===== src/rtl/button_pkg.sv =====
// Shared press timing constants and state encoding for the button
// emulator and the press decoder it feeds.
package button_pkg;

  localparam int DEBOUNCE_P        = 300;
  localparam int SWITCH_MODE_MIN_T = 5000;

  typedef enum logic [1:0] {
    ST_IDLE = 2'd0,
    ST_HOLD = 2'd1,
    ST_GAP  = 2'd2
  } press_state_e;

endpackage


===== src/rtl/button_press_gen_if.sv =====
// Request/abort inputs and emulated button outputs of the press
// generator, bundled for the driver (master) and the generator (slave).
interface button_press_gen_if;
  import button_pkg::*;

  logic req_short;
  logic req_long;
  logic abort;
  logic push_button;
  logic busy;
  logic done;

  modport master (
    output req_short,
    output req_long,
    output abort,
    input  push_button,
    input  busy,
    input  done
  );

  modport slave (
    input  req_short,
    input  req_long,
    input  abort,
    output push_button,
    output busy,
    output done
  );

endinterface


===== src/rtl/button_press_gen.sv =====
// Emulates a push button: one short or long press on request, then a
// fixed low gap, with a done pulse on the first idle cycle after it.
module button_press_gen
  import button_pkg::*;
#(
  parameter int SHORT_HOLD = 1000,
  parameter int LONG_HOLD  = 6000,
  parameter int GAP        = 400,
  parameter int CNT_W      = 16
) (
  input logic         clk,
  input logic         rst,
  button_press_gen_if.slave bus
);

  localparam logic [1:0] S_IDLE = ST_IDLE;
  localparam logic [1:0] S_HOLD = ST_HOLD;
  localparam logic [1:0] S_GAP  = ST_GAP;

  // terminal counts are stored as len-1 so the compare is direct
  localparam logic [CNT_W-1:0] SHORT_LAST = CNT_W'(SHORT_HOLD - 1);
  localparam logic [CNT_W-1:0] LONG_LAST  = CNT_W'(LONG_HOLD - 1);
  localparam logic [CNT_W-1:0] GAP_LAST   = CNT_W'(GAP - 1);
  localparam logic [CNT_W-1:0] CNT_ONE    = CNT_W'(1);

  logic [1:0]       state;
  logic [CNT_W-1:0] cnt;
  logic [CNT_W-1:0] hold_last;
  logic             push_q;
  logic             busy_q;
  logic             done_q;

  logic in_idle;
  logic in_hold;
  logic in_gap;
  logic req_any;
  logic hold_end;
  logic gap_end;

  assign in_idle  = (state == S_IDLE);
  assign in_hold  = (state == S_HOLD);
  assign in_gap   = (state == S_GAP);
  assign req_any  = bus.req_short | bus.req_long;
  assign hold_end = bus.abort | (cnt == hold_last);
  assign gap_end  = (cnt == GAP_LAST);

  always_ff @(posedge clk or posedge rst) begin
    if (rst) begin
      state     <= S_IDLE;
      cnt       <= '0;
      hold_last <= '0;
      push_q    <= 1'b0;
      busy_q    <= 1'b0;
      done_q    <= 1'b0;
    end else begin
      done_q <= 1'b0;
      unique case (1'b1)
        in_idle: begin
          if (req_any) begin
            hold_last <= bus.req_long ? LONG_LAST
                                      : SHORT_LAST;
            cnt       <= '0;
            state     <= S_HOLD;
            push_q    <= 1'b1;
            busy_q    <= 1'b1;
          end
        end
        in_hold: begin
          if (hold_end) begin
            state  <= S_GAP;
            cnt    <= '0;
            push_q <= 1'b0;
          end else begin
            cnt <= cnt + CNT_ONE;
          end
        end
        in_gap: begin
          if (gap_end) begin
            state  <= S_IDLE;
            cnt    <= '0;
            busy_q <= 1'b0;
            done_q <= 1'b1;
          end else begin
            cnt <= cnt + CNT_ONE;
          end
        end
        default: begin
          state  <= S_IDLE;
          cnt    <= '0;
          push_q <= 1'b0;
          busy_q <= 1'b0;
        end
      endcase
    end
  end

  assign bus.push_button = push_q;
  assign bus.busy        = busy_q;
  assign bus.done        = done_q;

endmodule


===== src/flat_wrapper.sv =====
// flat-port wrapper written by rule: the top's interface ports become plain ports
module button_press_gen_flat import button_pkg::*;
#(
  parameter int SHORT_HOLD = 1000,
  parameter int LONG_HOLD  = 6000,
  parameter int GAP        = 400,
  parameter int CNT_W      = 16
)
  (clk, rst, bus_req_short, bus_req_long, bus_abort, bus_push_button, bus_busy, bus_done);
  button_press_gen_if bus_i ();
  input logic clk;
  input logic rst;
  input wire logic [$bits(bus_i.req_short)-1:0] bus_req_short;
  input wire logic [$bits(bus_i.req_long)-1:0] bus_req_long;
  input wire logic [$bits(bus_i.abort)-1:0] bus_abort;
  output wire logic [$bits(bus_i.push_button)-1:0] bus_push_button;
  output wire logic [$bits(bus_i.busy)-1:0] bus_busy;
  output wire logic [$bits(bus_i.done)-1:0] bus_done;
  assign bus_i.req_short = bus_req_short;
  assign bus_i.req_long = bus_req_long;
  assign bus_i.abort = bus_abort;
  assign bus_push_button = bus_i.push_button;
  assign bus_busy = bus_i.busy;
  assign bus_done = bus_i.done;
  button_press_gen #(.SHORT_HOLD(SHORT_HOLD), .LONG_HOLD(LONG_HOLD), .GAP(GAP), .CNT_W(CNT_W)) u_core (.clk(clk), .rst(rst), .bus(bus_i));
endmodule

===== config.mk =====
export PLATFORM = sky130hd
export DESIGN_NAME = button_press_gen_flat
export DESIGN_NICKNAME = d
export VERILOG_FILES = /design/src/rtl/button_pkg.sv /design/src/rtl/button_press_gen_if.sv /design/src/rtl/button_press_gen.sv /design/src/flat_wrapper.sv
export SDC_FILE = /design/constraint.sdc
export NUM_CORES = 1
export LEC_CHECK = 0
export BUFFER_PORTS_ARGS = -buffer_cell sky130_fd_sc_hd__clkbuf_2
export CAP_MARGIN = 20
export CORE_MARGIN = 10
export CORE_UTILIZATION = 45
export DETAILED_ROUTE_END_ITERATION = 12
export HOLD_SLACK_MARGIN = 0.03
export SLEW_MARGIN = 20
export SYNTH_ARGS = -nofsm -noshare
export SYNTH_HDL_FRONTEND = slang
export SYNTH_SLANG_ARGS = --single-unit

===== constraint.sdc =====
create_clock -name clk -period 3 [get_ports clk]
set_input_delay 0.6 -clock clk [delete_from_list [all_inputs] [get_ports clk]]
set_output_delay 0.6 -clock clk [all_outputs]
set_load 0.02 [all_outputs]

== Word level (Yosys, flattened, before mapping) ==
Index checks and enable logic that the tools add are counted.
Operators by class
  $add $sub $neg: 1
  muxes and demuxes: 16
  equal/unequal tests: 7
  bitwise operators: 4
  reductions and logical operators: 5
Operators by type and width (number)
  $mux W16: 3
  $pmux W16 S3: 1
  $add A16 B1 Y16 const B: 1
  $eq A16 B16 Y1: 1
  $eq A16 B9 Y1 const B: 1
  $mux W13: 1
  $reduce_and A3 Y1: 3
  $mux W2: 3
  $ne A2 B2 Y1 const B: 3
  $pmux W1 S3: 2
  $pmux W2 S3: 1
  $mux W1: 5
  $eq A2 B1 Y1 const B: 1
  $eq A2 B2 Y1 const B: 1
  $logic_not A2 Y1: 1
  $not A1 Y1: 2
  $or A1 B1 Y1: 2
  $reduce_and A2 Y1: 1
Word-level totals
  register bits after elaboration: 37
  bits of input ports: 5
  word-level logic and storage cells: 39
  output and inout bits: 3

== Logic depth before layout (Yosys ltp) ==
  word-level depth: 4
  depth in mapped cells: 9
  gate-level depth less buffers: 7

== Worst setup path before layout ==
OpenSTA, ideal clock, no wires.
  path kind: reg2reg
  start point: register u_core.cnt[10]
  end point: register u_core.cnt[11]
  required time: 2867 ps
  buffers on the path: 3
  data arrival time: 2054 ps
  clock period less this slack: 2187 ps
  setup time: 133 ps
  setup slack: 813 ps
  stages on the path, launching flop included: 9
  cells stage by stage: dfrtp_1 buf_6 or4_4 a2111oi_4 a31oi_1 buf_6 buf_6 a221oi_2 o41ai_1
Between the ends
  word-level cells in the longest chain between the ends: 4
  elaborated cells on any way between the ends: 7
  those cells by class: add/sub (1); eq/ne (2); mux (3); bitwise (1)
RTL lines
  start: declaration: RTL line button_press_gen.sv:27  | logic [CNT_W-1:0] cnt;
  start signal: assignment: RTL line button_press_gen.sv:74  | cnt <= cnt + CNT_ONE;
  start signal: assignment: RTL line button_press_gen.sv:84  | cnt <= cnt + CNT_ONE;
  branches (longest 3 deep; another with $add A16 B1 Y16)
  $pmux W16 S3 (*): RTL line button_press_gen.sv:57  | unique case (1'b1)
Every way passes the cells marked *.
A chain may end at the register's enable or synchronous reset.

== Worst setup path in the final report ==
  start point: register u_core.cnt[13]
  end point: register u_core.cnt[7]
Between the ends
  word-level cells in the longest chain between the ends: 4
  elaborated cells on any way between the ends: 6
  those cells by class: eq/ne (2); mux (3); bitwise (1)
RTL lines
  $eq A16 B16 Y1: RTL line button_press_gen.sv:44  | assign hold_end = bus.abort | (cnt == hold_last);
  $or A1 B1 Y1: RTL line button_press_gen.sv:44
  $mux W16: RTL line button_press_gen.sv:69  | if (hold_end) begin
  $pmux W16 S3 (*): RTL line button_press_gen.sv:57
Every way passes the cells marked *; elsewhere a longest branch is shown, timed or not.

==> results.md <==
Synth:
- When the netlist entered floorplanning its net count stood at 196.
- Averaged over all synthesized cells, the footprint is 8.999 sq um.
- The synthesized cell area is 0.001683 sq mm.
- The share of synthesized flip-flops with an asynchronous set or reset is 100.0%.
- The most used flip-flop cell after synthesis is sky130_fd_sc_hd__dfrtp_1.
- The Yosys step of the flow raised 0 warnings.
- Summing the sequential cell areas from Yosys gives 35.69% of the chip area.
- The number of synthesized flops with an enable pin is 0.
- The number of flip-flops and latches in the synthesized netlist is 24.
- After synthesis, the netlist uses 47 different library cells.
- The cell count after synthesis came out at 187.

Placed design:
- Once detailed placement completed, the half-perimeter wirelength came to 3.147 mm.
- The number of buffers inserted by port buffering is 7.
- At the end of routability-driven placement, the weighted congestion stood at 0.8630.

Outcome:
- The run finished with clean final reports.

Critical path:
- The data required time at the worst endpoint is 3140 ps.
- The critical path starts at u_core.cnt[13].
- Of all nets on the critical path, the largest fanout is 12.
- The number of buffers and inverters on the critical path is 1.
- The arrival time of data at the critical path endpoint is 2600 ps.
- Walking the worst path, the cells encountered are or4_4 -> a2111oi_4 -> a31oi_2 -> buf_4 -> a221oi_1 -> o31ai_1.
- STA classifies the critical path endpoint as a register.
- The worst register-to-register path begins at u_core.cnt[13].
- The type of origin of the critical path is a register.
- The largest single stage delay on the critical path is 600 ps.
- Among cell families on the critical path, the largest total delay comes from compound AO/OA/AOI/OAI gates.
- The critical path is of the register to register type.
- The largest individual stage delay along the critical path comes from the cell sky130_fd_sc_hd__or4_4.

Clock tree:
- Clock tree synthesis selected as its root buffer the cell sky130_fd_sc_hd__clkbuf_8.
- The clock passes through at most 2 buffers.
- The later pin in the worst-skew pair is clocked with a latency of 270 ps.
- The number of sinks driven by the clock tree is 24.
- The quantity of gates resized following cts is 0.
- In this run the number of H-tree levels came out at 1.
- In this run, CTS created clock tree buffers numbering 3.
- The CTS tree is built.
- Hold repair after CTS inserted 0 buffers.
- Clock-pin slew was measured on the worst setup and hold paths at 90 ps.
- The total setup buffers inserted after CTS is 0.

Cells and area:
- Cells fill 50.10% of the core in the end.
- The post-route netlist has 15.63% of its cells at a drive strength greater than 1.
- The number of nets at the end of the flow is 202.
- The number of antenna cells inserted is 0.
- From synthesis to final layout, the design area changed by 8.179%.

Route:
- Dividing the detail-routed wire length by the instance count gives 17.78 microns.
- The initial detailed-routing violation count is 117.
- The first detailed-routing pass took 4 iterations.
- The average via count per standard cell is 6.346.
- The number of design rule violations left after detail routing is 0.
- The total number of vias is 1523.
- The routed design has 4.267 mm of wire.
- The remaining number of nets flagged by the antenna check after routing is 0.

Worst hold path:
- The path category of the worst min-delay check is input pin to asynchronous set/reset pin.

Pwr:
- The standby leakage power is 0.7136 nW.
- Of the total power, the clock network draws 19.4%.
- In this run the power density over the cells is 642.3 mW/mm^2.
- The power spent charging and discharging nets is 0.4911 mW.
- Per report_power, the combinational group accounts for 45.3% of the total.
- The internal portion of the total power is 0.6782 mW.
- Net switching is 42.00% of the power.
- The sequential cell fraction of total power is 35.3%.
- The highest ir drop seen on vdd is 0.6116 mV.

STA:
- Clock skew on the completed layout was measured at 2.946 ps.
- The final number of hold-violating endpoints is 0.
- The final-report max-slew violation count came to 0.
- The part of the cycle the worst path needs is 81.94%.
- Measured against its own limit, the worst slew margin works out to 39.00%.
- The routed design could run at a clock period as short as 2458 ps.
- The final setup TNS is 0 ps.
- Setup repair after global routing left no endpoint under its margin.
- At the pin with the least slew margin, the transition time is 914.0 ps.
- Setup violations remaining at the end of the flow were counted as 0.
- The maximum operating frequency is 0.4068 GHz.

Global routing:
- Entering global routing, the biggest net connects 25 pins.
- The global routing usage summed across all routing layers is 14.20%.
- The number of global-route vias before repair is 1577.
- The total overflow left after global routing is 0.
- The wire length of the first global-routing pass is 7.562 mm.
- The initial antenna violation count is 0.

Floorplanning:
- The total area inside the core boundary comes to 0.003633 sq mm.
- The effective utilization at floorplan is 46.32%.
- In this run the core area contains 22 standard-cell rows.
- The full die area is 0.006586 sq mm.
- The number of ports placed on the die boundary is 8.
- From bottom edge to top edge, the die measures 81.16 microns.
- The die is 81.16 microns wide.

Flow run:
- The max-cap check violation count is 0.
[Yosys cell counts, drive strengths merged (4+ instances only)]
cell type	n	area, sq um
a22oi	4	30.03
and3	5	31.28
clkbuf	10	37.54
dfrtp	24	600.6
ha	4	50.05
inv	13	48.80
nand2	22	82.58
nand3	8	40.04
nand4	4	25.02
nor2	8	30.03
nor3	7	35.03
o2111ai	11	96.34
o211ai	8	60.06
o41ai	4	35.03
or3	4	25.02
[worst reg2reg max path, stage by stage (launching register included)]
cell and delay, ps:
sky130_fd_sc_hd__dfrtp_1 470, sky130_fd_sc_hd__or4_4 610, sky130_fd_sc_hd__a2111oi_4 330, sky130_fd_sc_hd__a31oi_2 250, sky130_fd_sc_hd__buf_4 270, sky130_fd_sc_hd__a221oi_1 300, sky130_fd_sc_hd__o31ai_1 110
[power by group through the flow]
stage | clock network (mW) | registers [mW] | logic, mW
after global placement | 0 | 0.412 | 0.520
after global routing | 0.243 | 0.416 | 0.593
after floorplan | 0 | 0.422 | 0.385
after CTS | 0.233 | 0.409 | 0.534
after detailed placement | 0 | 0.417 | 0.531
final | 0.227 | 0.412 | 0.530
[logic make-up (layout without fill, tap and decap cells)]
family,Yosys count,in the layout,share of synthesized area (%)
AND/OR/NAND/NOR,77,77,24.91
AO/OA/AOI/OAI,54,54,28.11
buffers and inverters,26,31,7.138
flip-flops,24,24,35.69
adder cells (fa/ha/maj),4,4,2.974
XOR/XNOR,1,1,0.5205
multiplexers,1,1,0.6691
[cells in the final DEF, fill, tap and decap left out, drive strengths merged, types with 5 or more instances in the layout]
cell type	count
o211ai	8
clkbuf	11
buf	7
nand2	22
nor3	7
nor2	8
o2111ai	11
nand3	8
dfrtp	24
inv	13
and3	5
[registers in the layout (all words and copies together) (netlist names)]
name and flops:
u_core.bus.busy 1, u_core.state 2, u_core.bus.push_button 1, u_core.cnt 16, u_core.bus.done 1, u_core.hold_last 3
[routing by layer]
metal  routed length (microns)  GRT usage, %  vias to the layer above
met5                         0             0                        -
met4                        78         6.920                        0
met3                       153         1.766                        9
met2                      2088         23.17                       37
met1                      1947         18.13                      740
li1                          -             -                      737
[cell type report]
| type | instances | area (sq um) |
|---|---|---|
| Multi-Input combinational cell | 137 | 968.4 |
| Tap cell | 48 | 60.06 |
| Inverter | 13 | 48.80 |
| Timing Repair Buffer | 14 | 87.58 |
| Clock buffer | 4 | 55.05 |
| Sequential cell | 24 | 600.6 |
| Fill cell | 373 | 1813 |
[per-stage QoR]
step | hold WS (ps) | instance area [sq um] | power (mW) | instances | setup slack (ps)
finish | 498.5 | 1821 | 1.169 | 240 | 541.9
global route | 539.2 | 1821 | 1.252 | 240 | 368.7
CTS | 514.6 | 1821 | 1.177 | 240 | 540.2
detailed placement | 493.9 | 1765 | 0.9480 | 236 | 552.4
floorplan | 484.9 | 1683 | 0.8069 | 187 | 812.8
global placement | 491.3 | 1765 | 0.9315 | 236 | 615.1
[final timing paths]
kind / end / slack [ps] / cells past startpoint
max reg2reg: u_core.cnt[7] / 540 / 6
min in group clk: u_core.bus.push_button / 510 / 1
max in group asynchronous: u_core.cnt[11] / 1950 / 2
max: u_core.cnt[7] / 540 / 6
min: u_core.cnt[6] / 500 / 2
min reg2reg: u_core.bus.push_button / 510 / 1
Note: power is estimated with default switching activity, not from simulation.
